File: config.mk
export PLATFORM = sky130hd
export DESIGN_NAME = replicate_stream
export DESIGN_NICKNAME = d
export VERILOG_FILES = /design/src/rtl/replicate_pkg.sv /design/src/rtl/replicate_lanes.sv /design/src/rtl/replicate_stream.sv
export SDC_FILE = /design/constraint.sdc
export NUM_CORES = 1
export LEC_CHECK = 0
export ABC_CLOCK_PERIOD_IN_PS = 2800
export CAP_MARGIN = 20
export CELL_PAD_IN_SITES_DETAIL_PLACEMENT = 1
export CELL_PAD_IN_SITES_GLOBAL_PLACEMENT = 1
export CORE_MARGIN = 8
export CORE_UTILIZATION = 30
export CTS_CLUSTER_DIAMETER = 30
export DETAILED_ROUTE_END_ITERATION = 12
export PLACE_DENSITY_LB_ADDON = 0.1
export SLEW_MARGIN = 10
export SYNTH_ARGS = -nofsm -noshare
export SYNTH_HDL_FRONTEND = slang
export SYNTH_SLANG_ARGS = --single-unit
File: constraint.sdc
create_clock -name clk_i -period 2.8 [get_ports clk_i]
set_clock_uncertainty 0.05 [all_clocks]
set_input_delay 0.56 -clock clk_i [delete_from_list [all_inputs] [get_ports clk_i]]
set_output_delay 0.56 -clock clk_i [all_outputs]
set_load 0.01 [all_outputs]
File: src/rtl/replicate_pkg.sv
// Shared types, default configuration and helper functions for the replicate_stream block.
package replicate_pkg;

  localparam int unsigned DefW      = 8;
  localparam int unsigned DefLanes  = 4;
  localparam int unsigned DefMaxRep = 15;
  localparam int unsigned MaskW     = 32;

  typedef enum logic [0:0] {StIdle, StEmit} state_e;

  // Low `count` bits set; callers truncate to their lane count (at most MaskW lanes).
  function automatic logic [MaskW-1:0] lane_mask(input int unsigned count);
    if (count >= MaskW) return '1;
    return (MaskW'(1) << count) - MaskW'(1);
  endfunction

  function automatic int unsigned min_rep(input int unsigned a, input int unsigned b);
    return (a < b) ? a : b;
  endfunction

endpackage

File: src/rtl/replicate_lanes.sv
// Combinational beat builder: copies one word into the lowest count_i lanes, zeroes the rest.
module replicate_lanes
  import replicate_pkg::*;
#(
  parameter int unsigned W     = DefW,
  parameter int unsigned Lanes = DefLanes,
  parameter int unsigned NW    = $clog2(Lanes + 1)
) (
  input  logic [W-1:0]       word_i,
  input  logic [NW-1:0]      count_i,
  output logic [Lanes*W-1:0] data_o,
  output logic [Lanes-1:0]   mask_o
);

  always_comb begin
    mask_o = Lanes'(lane_mask(32'(count_i)));
    data_o = '0;
    for (int i = 0; i < Lanes; i++) begin
      data_o[i*W +: W] = mask_o[i] ? word_i : '0;
    end
  end

endmodule

File: src/rtl/replicate_stream.sv
// Streaming replicator: one word plus repeat count in, Lanes-wide masked beats out.
module replicate_stream
  import replicate_pkg::*;
#(
  parameter  int unsigned W      = DefW,
  parameter  int unsigned Lanes  = DefLanes,
  parameter  int unsigned MaxRep = DefMaxRep,
  localparam int unsigned CW     = $clog2(MaxRep + 1)
) (
  input  logic               clk_i,
  input  logic               reset_i,
  input  logic               in_valid_i,
  output logic               in_ready_o,
  input  logic [W-1:0]       in_data_i,
  input  logic [CW-1:0]      in_rep_i,
  output logic               out_valid_o,
  input  logic               out_ready_i,
  output logic [Lanes*W-1:0] out_data_o,
  output logic [Lanes-1:0]   out_mask_o,
  output logic               out_last_o,
  output logic               zero_drop_o
);

  localparam int unsigned NW = $clog2(Lanes + 1);

  state_e             state_q, state_d;
  logic [W-1:0]       word_q, word_d;
  logic [CW-1:0]      rem_q, rem_d;
  logic [Lanes*W-1:0] out_data_q, out_data_d;
  logic [Lanes-1:0]   out_mask_q, out_mask_d;
  logic               out_last_q, out_last_d;
  logic               zero_drop_q, zero_drop_d;

  logic               accept, fire;
  logic [CW-1:0]      rep_clamped;
  logic [NW-1:0]      beat_n;
  logic [Lanes*W-1:0] beat_data;
  logic [Lanes-1:0]   beat_mask;

  always_comb begin
    rep_clamped = CW'(min_rep(32'(in_rep_i), MaxRep));
    accept      = (state_q == StIdle) && in_valid_i;
    fire        = (state_q == StEmit) && out_ready_i;
    state_d     = state_q;
    word_d      = word_q;
    rem_d       = rem_q;
    zero_drop_d = 1'b0;
    if (accept) begin
      word_d = in_data_i;
      rem_d  = rep_clamped;
      if (rep_clamped == '0) begin
        zero_drop_d = 1'b1;
      end else begin
        state_d = StEmit;
      end
    end else if (fire) begin
      if (out_last_q) begin
        state_d = StIdle;
        rem_d   = '0;
      end else begin
        // Not last implies rem_q > Lanes, so this cannot underflow.
        rem_d = CW'(32'(rem_q) - Lanes);
      end
    end
    beat_n = NW'(min_rep(32'(rem_d), Lanes));
  end

  replicate_lanes #(
    .W     (W),
    .Lanes (Lanes),
    .NW    (NW)
  ) u_lanes (
    .word_i  (word_d),
    .count_i (beat_n),
    .data_o  (beat_data),
    .mask_o  (beat_mask)
  );

  // Outputs are rebuilt every cycle from next state; a stall leaves inputs unchanged.
  always_comb begin
    out_data_d = '0;
    out_mask_d = '0;
    out_last_d = 1'b0;
    if (state_d == StEmit) begin
      out_data_d = beat_data;
      out_mask_d = beat_mask;
      out_last_d = (32'(rem_d) <= Lanes);
    end
  end

  always_ff @(posedge clk_i) begin
    if (reset_i) begin
      state_q     <= StIdle;
      word_q      <= '0;
      rem_q       <= '0;
      out_data_q  <= '0;
      out_mask_q  <= '0;
      out_last_q  <= 1'b0;
      zero_drop_q <= 1'b0;
    end else begin
      state_q     <= state_d;
      word_q      <= word_d;
      rem_q       <= rem_d;
      out_data_q  <= out_data_d;
      out_mask_q  <= out_mask_d;
      out_last_q  <= out_last_d;
      zero_drop_q <= zero_drop_d;
    end
  end

  assign in_ready_o  = (state_q == StIdle);
  assign out_valid_o = (state_q == StEmit);
  assign out_data_o  = out_data_q;
  assign out_mask_o  = out_mask_q;
  assign out_last_o  = out_last_q;
  assign zero_drop_o = zero_drop_q;

  logic [Lanes*W-1:0] mask_bits;
  always_comb begin
    mask_bits = '0;
    for (int i = 0; i < Lanes; i++) begin
      mask_bits[i*W +: W] = {W{out_mask_q[i]}};
    end
  end

  a_ready_valid: assert property (@(posedge clk_i) disable iff (reset_i)
    in_ready_o == !out_valid_o);
  a_mask_data: assert property (@(posedge clk_i) disable iff (reset_i)
    out_data_q == ({Lanes{word_q}} & mask_bits));
  a_stall_stable: assert property (@(posedge clk_i) disable iff (reset_i)
    (out_valid_o && !out_ready_i) |=>
      ($stable(out_data_q) && $stable(out_mask_q) && $stable(out_last_q)));

endmodule

==> results of run 1 <==
cells by family after synthesis:
group	after synthesis	share of synthesized area, %
DFF	51	58.9
adders and majority gates	1	0.721
and+or+nand+nor	67	19.5
muxes	11	6.42
AOI/OAI and AO/OA	13	8.88
buffers and inverters	16	5.63
worst max-delay path, delay by kind of cell:
family,cells,cell delay (ns)
adder cells (fa/ha/maj),1,0.19
buffers and inverters,4,0.73
AND/OR/NAND/NOR,3,0.36
multiplexers,1,0.31
AO/OA/AOI/OAI,3,0.59
cell usage in the layout, fill, tap and decap left out, types with 2 or more instances in the layout:
cell type	n
a21oi_1	2
nand2_1	2
mux2i_1	9
clkbuf_8	7
nor3_1	27
and2_1	2
clkdlybuf4s50_1	53
and3b_1	2
dlymetal6s2s_1	2
inv_1	5
dfxtp_1	51
buf_6	3
buf_4	11
nor2_1	25
layout make-up:
cell class	count	area [sq um]
clock buffers	7	96.3
clock inverters	1	7.51
fillers	613	2970
inverters	6	22.5
multi-input cells	92	658
flip-flops and latches	51	1020
well taps	72	90.1
repair buffers	69	672
final timing paths:
kind | from | endpoint | slack, ns
max | in_rep_i[3] | out_data_o[19]$_SDFF_PP0_ | 0.18
min | word_q[3]$_SDFF_PP0_ | word_q[3]$_SDFF_PP0_ | 0.54
max reg2reg | out_valid_o$_SDFF_PP0_ | out_data_o[19]$_SDFF_PP0_ | 0.19
min reg2reg | word_q[3]$_SDFF_PP0_ | word_q[3]$_SDFF_PP0_ | 0.54
timing repair:
item                       CTS  global route
pin swaps                    0             3
setup endpoints to repair    1            17
setup buffers                0             1
gates resized for setup      1            12
hold endpoints to repair     0             0
through the flow:
stage | instance area (sq um) | instances | worst slack, ns | total power, mW | hold WS (ns)
finish | 2570 | 298 | 0.176 | 1.61 | 0.537
global route | 2570 | 298 | -0.0156 | 1.71 | 0.586
CTS | 2510 | 297 | 0.0284 | 1.62 | 0.525
detailed placement | 2400 | 289 | -0.291 | 1.16 | 0.499
global placement | 2400 | 289 | -0.211 | 1.15 | 0.476
floorplan | 1730 | 159 | 0.0739 | 0.990 | 0.438
registers in the layout (all words and copies together), names as in the netlist:
name	cells
out_data_o	32
rem_q	4
zero_drop_o	1
out_valid_o	1
out_last_o	1
out_mask_o	4
word_q	8
per-layer routing:
| layer | routed length (um) | vias up | GRT usage [%] |
|---|---|---|---|
| met5 | 0 | - | 0 |
| met4 | 68 | 0 | 4.16 |
| met2 | 2300 | 41 | 19.4 |
| li1 | - | 668 | - |
| met3 | 361 | 9 | 5.05 |
| met1 | 2180 | 650 | 13.8 |
power by group:
| group | total [mW] | internal [mW] | switching (mW) |
|---|---|---|---|
| Clock | 0.456 | 0.225 | 0.231 |
| Sequential | 0.799 | 0.772 | 0.0263 |
| Combinational | 0.360 | 0.182 | 0.178 |
==> impl_metrics.yaml, run 1 <==
critical_path:
  r2r_cells: 11
  critPathRequiredTime_ns: 2.91
  crit_chain: "clkdlybuf4s50_1 -> mux2_2 -> nor2_2 -> o21a_1 -> and2_1 -> inv_1 -> ha_1 -> inv_1 -> o22ai_1 -> a211oi_4 -> buf_6 -> nor3_1"
  cp_slowest_cell: "clkdlybuf4s50_1"
  crit_path_max_incr_delay_ns: 0.43
  worstPathMaxFanout: 4
  arrival_ns: 2.74
  cp-end-kind: "flop"
  critPathLaunchType: "input pin"
  path_class: "in -> reg"
  crit_top_cell: "inv_1"
yosys:
  async_flop_share_pct: 0
  yosysMostFrequentCell: "dfxtp_1"
  ys_seq_area_share_pct: 58.9
  synth_cell_types: 34
  yosys.area.top_type: "dfxtp_1"
  ys.flop_type: "dfxtp_1"
  synthCells: 159
  synth_edf_count: 0
  synth_area_leaders: "dfxtp_1 59%, nor3_1 7.8%, mux2i_1 5.8%"
  ys_ff_latch: 51
  synth_top_cell_area_share_pct: 58.9
  ys.warnings.count: 0
  syn_area_per_cell_sq_um: 10.9
  syn_area_sq_mm: 0.00173
  ys_top_cells_by_count: "51 x dfxtp_1, 27 x nor3_1, 26 x nor2_1"
  syn-num-nets: 176
global_routing:
  antenna_found_initial: 0
  grt_max_degree: 30
  grt_usage_pct: 12.0
  grt_pass1_vias: 1529
  overflow: 0
  grt_pass1_wl_um: 8060
route:
  num_vias: 1368
  wl_um: 4920
  drt_iter0_markers: 27
  wl_per_cell_um: 16.5
  ant_nets: 0
  drc: 0
  dr.pass1.iters: 2
  vias_per_cell: 4.59
layout:
  nets: 242
  final_util_pct: 46.3
  num_antenna_cells: 0
  drive_gt1_share_pct: 16.8
  syn_to_final_growth_pct: 48.1
min_path:
  min_path_type: "reg -> reg"
  min_path_cells: 2
clock_tree:
  cts.path.max_buffers: 2
  cts.sinks: 51
  clock_latency_ns: 0.29
  cts_tree: "built"
  cts_made_buffers: 5
  hold_buffers: 0
  cts_root_buffer: "clkbuf_8"
  clk_pin_slew_ns: 0.09
  htreeDepth: 2
place:
  gp_congestion: 0.783
  portBuffers: 55
  dp_hpwl_um: 3650
job:
  maxCapViolations: 0
die:
  fp.dieW_um: 92.0
  ios: 56
  core_sq_mm: 0.00554
  start_util_pct: 31.3
  rows: 27
  die-area_sq_mm: 0.00847
  die_height_um: 92.0
sta:
  max_freq_mhz: 381
  tightestPinTransition_ns: 0.526
  final-setup-viol-count: 0
  fin_tns_setup_ns: 0
  hold_viol_final: 0
  period_needed_ns: 2.62
  max_slew_margin_pct: 64.9
  slew_violations: 0
  fin_crit_sh_pct: 93.7
run_status:
  status: "completed"
power_and_ir_drop:
  power_density_mw_per_mm2: 629
  vdd_drop_max_v: 0.000298
  leakage_nw: 1.01
Power figures use the tool's default switching activity.
==> inputs of run 2 (changes only) <==
CORE_UTILIZATION = 31   (was 30)
==> impl_metrics.yaml, run 2 (synthesis gave the netlist of run 1 again) <==
sta:
  hold_viol_final: 0
  setup_ws_ns: 0.217
  tightestPinTransition_ns: 0.527
  fin_hold_ws_ns: 0.527
  period_needed_ns: 2.58
  fin_crit_sh_pct: 92.2
  slew_violations: 0
  rsz0062_at_grt: "no"
  final-setup-viol-count: 0
  max_slew_margin_pct: 63.9
  max_freq_mhz: 387
route:
  dr.pass1.iters: 3
  drt_iter0_markers: 46
  num_vias: 1381
  vias_per_cell: 4.59
  wl_um: 4960
  drc: 0
  ant_nets: 0
  wl_per_cell_um: 16.5
critical_path:
  path_class: "reg -> reg"
  critPathRequiredTime_ns: 2.96
  crit_chain: "nor2b_1 -> a221oi_4 -> o21a_1 -> and2_1 -> inv_1 -> ha_1 -> inv_1 -> and2_1 -> a211oi_4 -> buf_4 -> nor3_1"
  worstPathMaxFanout: 12
  crit_path_max_incr_delay_ns: 0.60
  cp-end-kind: "flop"
  cp_slowest_cell: "dfxtp_1"
  r2r_cells: 11
  r2r-end: "out_data_o[23]$_SDFF_PP0_"
  rrSetupSlack_ns: 0.22
  arrival_ns: 2.74
  timing.rr.start: "out_valid_o$_SDFF_PP0_"
  critPathLaunchType: "flop"
global_routing:
  overflow: 0
  grt_usage_pct: 12.2
  grt_pass1_vias: 1536
  grt_max_degree: 30
  antenna_found_initial: 0
  grt_pass1_wl_um: 8040
min_path:
  min_path_type: "reg -> reg"
  min_path_cells: 2
  hp-start: "word_q[0]$_SDFF_PP0_"
  hold_path_end: "word_q[0]$_SDFF_PP0_"
layout:
  largest_reg_flops: 32
  mostFrequentLayoutCell: "clkdlybuf4s50_1"
  num_antenna_cells: 0
  final_cell_mix: "53 x clkdlybuf4s50_1, 51 x dfxtp_1, 27 x nor3_1"
  syn_to_final_growth_pct: 47.0
  drive_gt1_share_pct: 15.7
  fill_cells: 612
  nets: 246
power_and_ir_drop:
  leakage_nw: 1.02
  p_total_mw: 1.65
  power_density_mw_per_mm2: 646
  vdd_drop_max_v: 0.000295
run_status:
  status: "completed"
clock_tree:
  hold_buffers: 0
  cts_made_buffers: 5
  clk_pin_slew_ns: 0.08
  cts.path.max_buffers: 2
  cts_root_buffer: "clkbuf_8"
  htreeDepth: 2
  clock_latency_ns: 0.30
  cts.sinks: 51
  cts_tree: "built"
die:
  rows: 27
  ios: 56
  fp.dieW_um: 90.8
  start_util_pct: 31.9
  die-area_sq_mm: 0.00824
  die_height_um: 90.8
  core_sq_mm: 0.00544
place:
  portBuffers: 55
  gp_congestion: 0.774
  dp_slack_ns: -0.338
  dp_hpwl_um: 3650
job:
  maxCapViolations: 0
-- run 2: changes by cell type in the layout (fill, tap and decap cells not counted), sizes merged --
cell      delta
buf          +4
bufinv       +1
clkbuf       -1
clkinvlp     -1
-- run 2: worst max path at each step --
| stage | startpoint | to | slack, ns | cells after the start |
|---|---|---|---|---|
| 2_1_floorplan | in_valid_i | out_data_o[15]$_SDFF_PP0_ | 0.07 | 12 |
| 3_3_place_gp | in_valid_i | out_data_o[15]$_SDFF_PP0_ | -0.28 | 10 |
| 3_5_place_dp | in_valid_i | out_data_o[12]$_SDFF_PP0_ | -0.34 | 10 |
| 4_1_cts | in_valid_i | out_data_o[23]$_SDFF_PP0_ | 0.03 | 13 |
| 5_1_grt | out_valid_o$_SDFF_PP0_ | out_data_o[23]$_SDFF_PP0_ | 0.02 | 11 |
| 6_report | out_valid_o$_SDFF_PP0_ | out_data_o[23]$_SDFF_PP0_ | 0.22 | 11 |
-- run 2: area by class of cell --
class                           count  area (sq um)  share of cell area, %
Sequential cell                    51          1020                   40.0
Timing Repair Buffer               73           691                   27.1
Multi-Input combinational cell     92           623                   24.4
Tap cell                           72          90.1                   3.53
Clock buffer                        6          72.6                   2.85
Clock inverter                      1          30.0                   1.18
Inverter                            6          22.5                  0.883
-- run 2: power breakdown --
| part | internal [mW] | total (mW) | switching [mW] |
|---|---|---|---|
| clock | 0.262 | 0.486 | 0.224 |
| combinational | 0.183 | 0.365 | 0.182 |
| sequential | 0.772 | 0.796 | 0.0243 |
-- run 2: critical path, delay by kind of cell, from the launching register on --
family                   cells  cell delay, ns
buffers and inverters        3            0.29
AO/OA/AOI/OAI                3            0.63
AND/OR/NAND/NOR              4            0.72
flip-flops                   1            0.60
adder cells (fa/ha/maj)      1            0.18
-- run 2: per-stage QoR --
| stage | util (%) | std cells | TNS [ns] | instance area (sq um) |
|---|---|---|---|---|
| after detailed placement | 44.5 | 292 | -4.86 | 2420 |
| after global routing | 46.9 | 301 | 0 | 2550 |
| after floorplan | - | 159 | 0 | 1730 |
| final | 46.9 | 301 | 0 | 2550 |
| after CTS | 46.5 | 299 | 0 | 2530 |
| after global placement | 44.5 | 292 | -3.64 | 2420 |
-- run 2: per-layer routing --
layer | up-vias | track usage [%] | wire length, um
met2 | 36 | 20.8 | 2470
met4 | 0 | 4.91 | 74
met3 | 8 | 4.16 | 321
li1 | 679 | - | -
met5 | - | 0 | 0
met1 | 658 | 13.6 | 2090
-- run 2: timing repair --
action,in CTS,in global routing
setup endpoints to repair,8,13
gates resized for setup,1,3
setup buffers,0,2
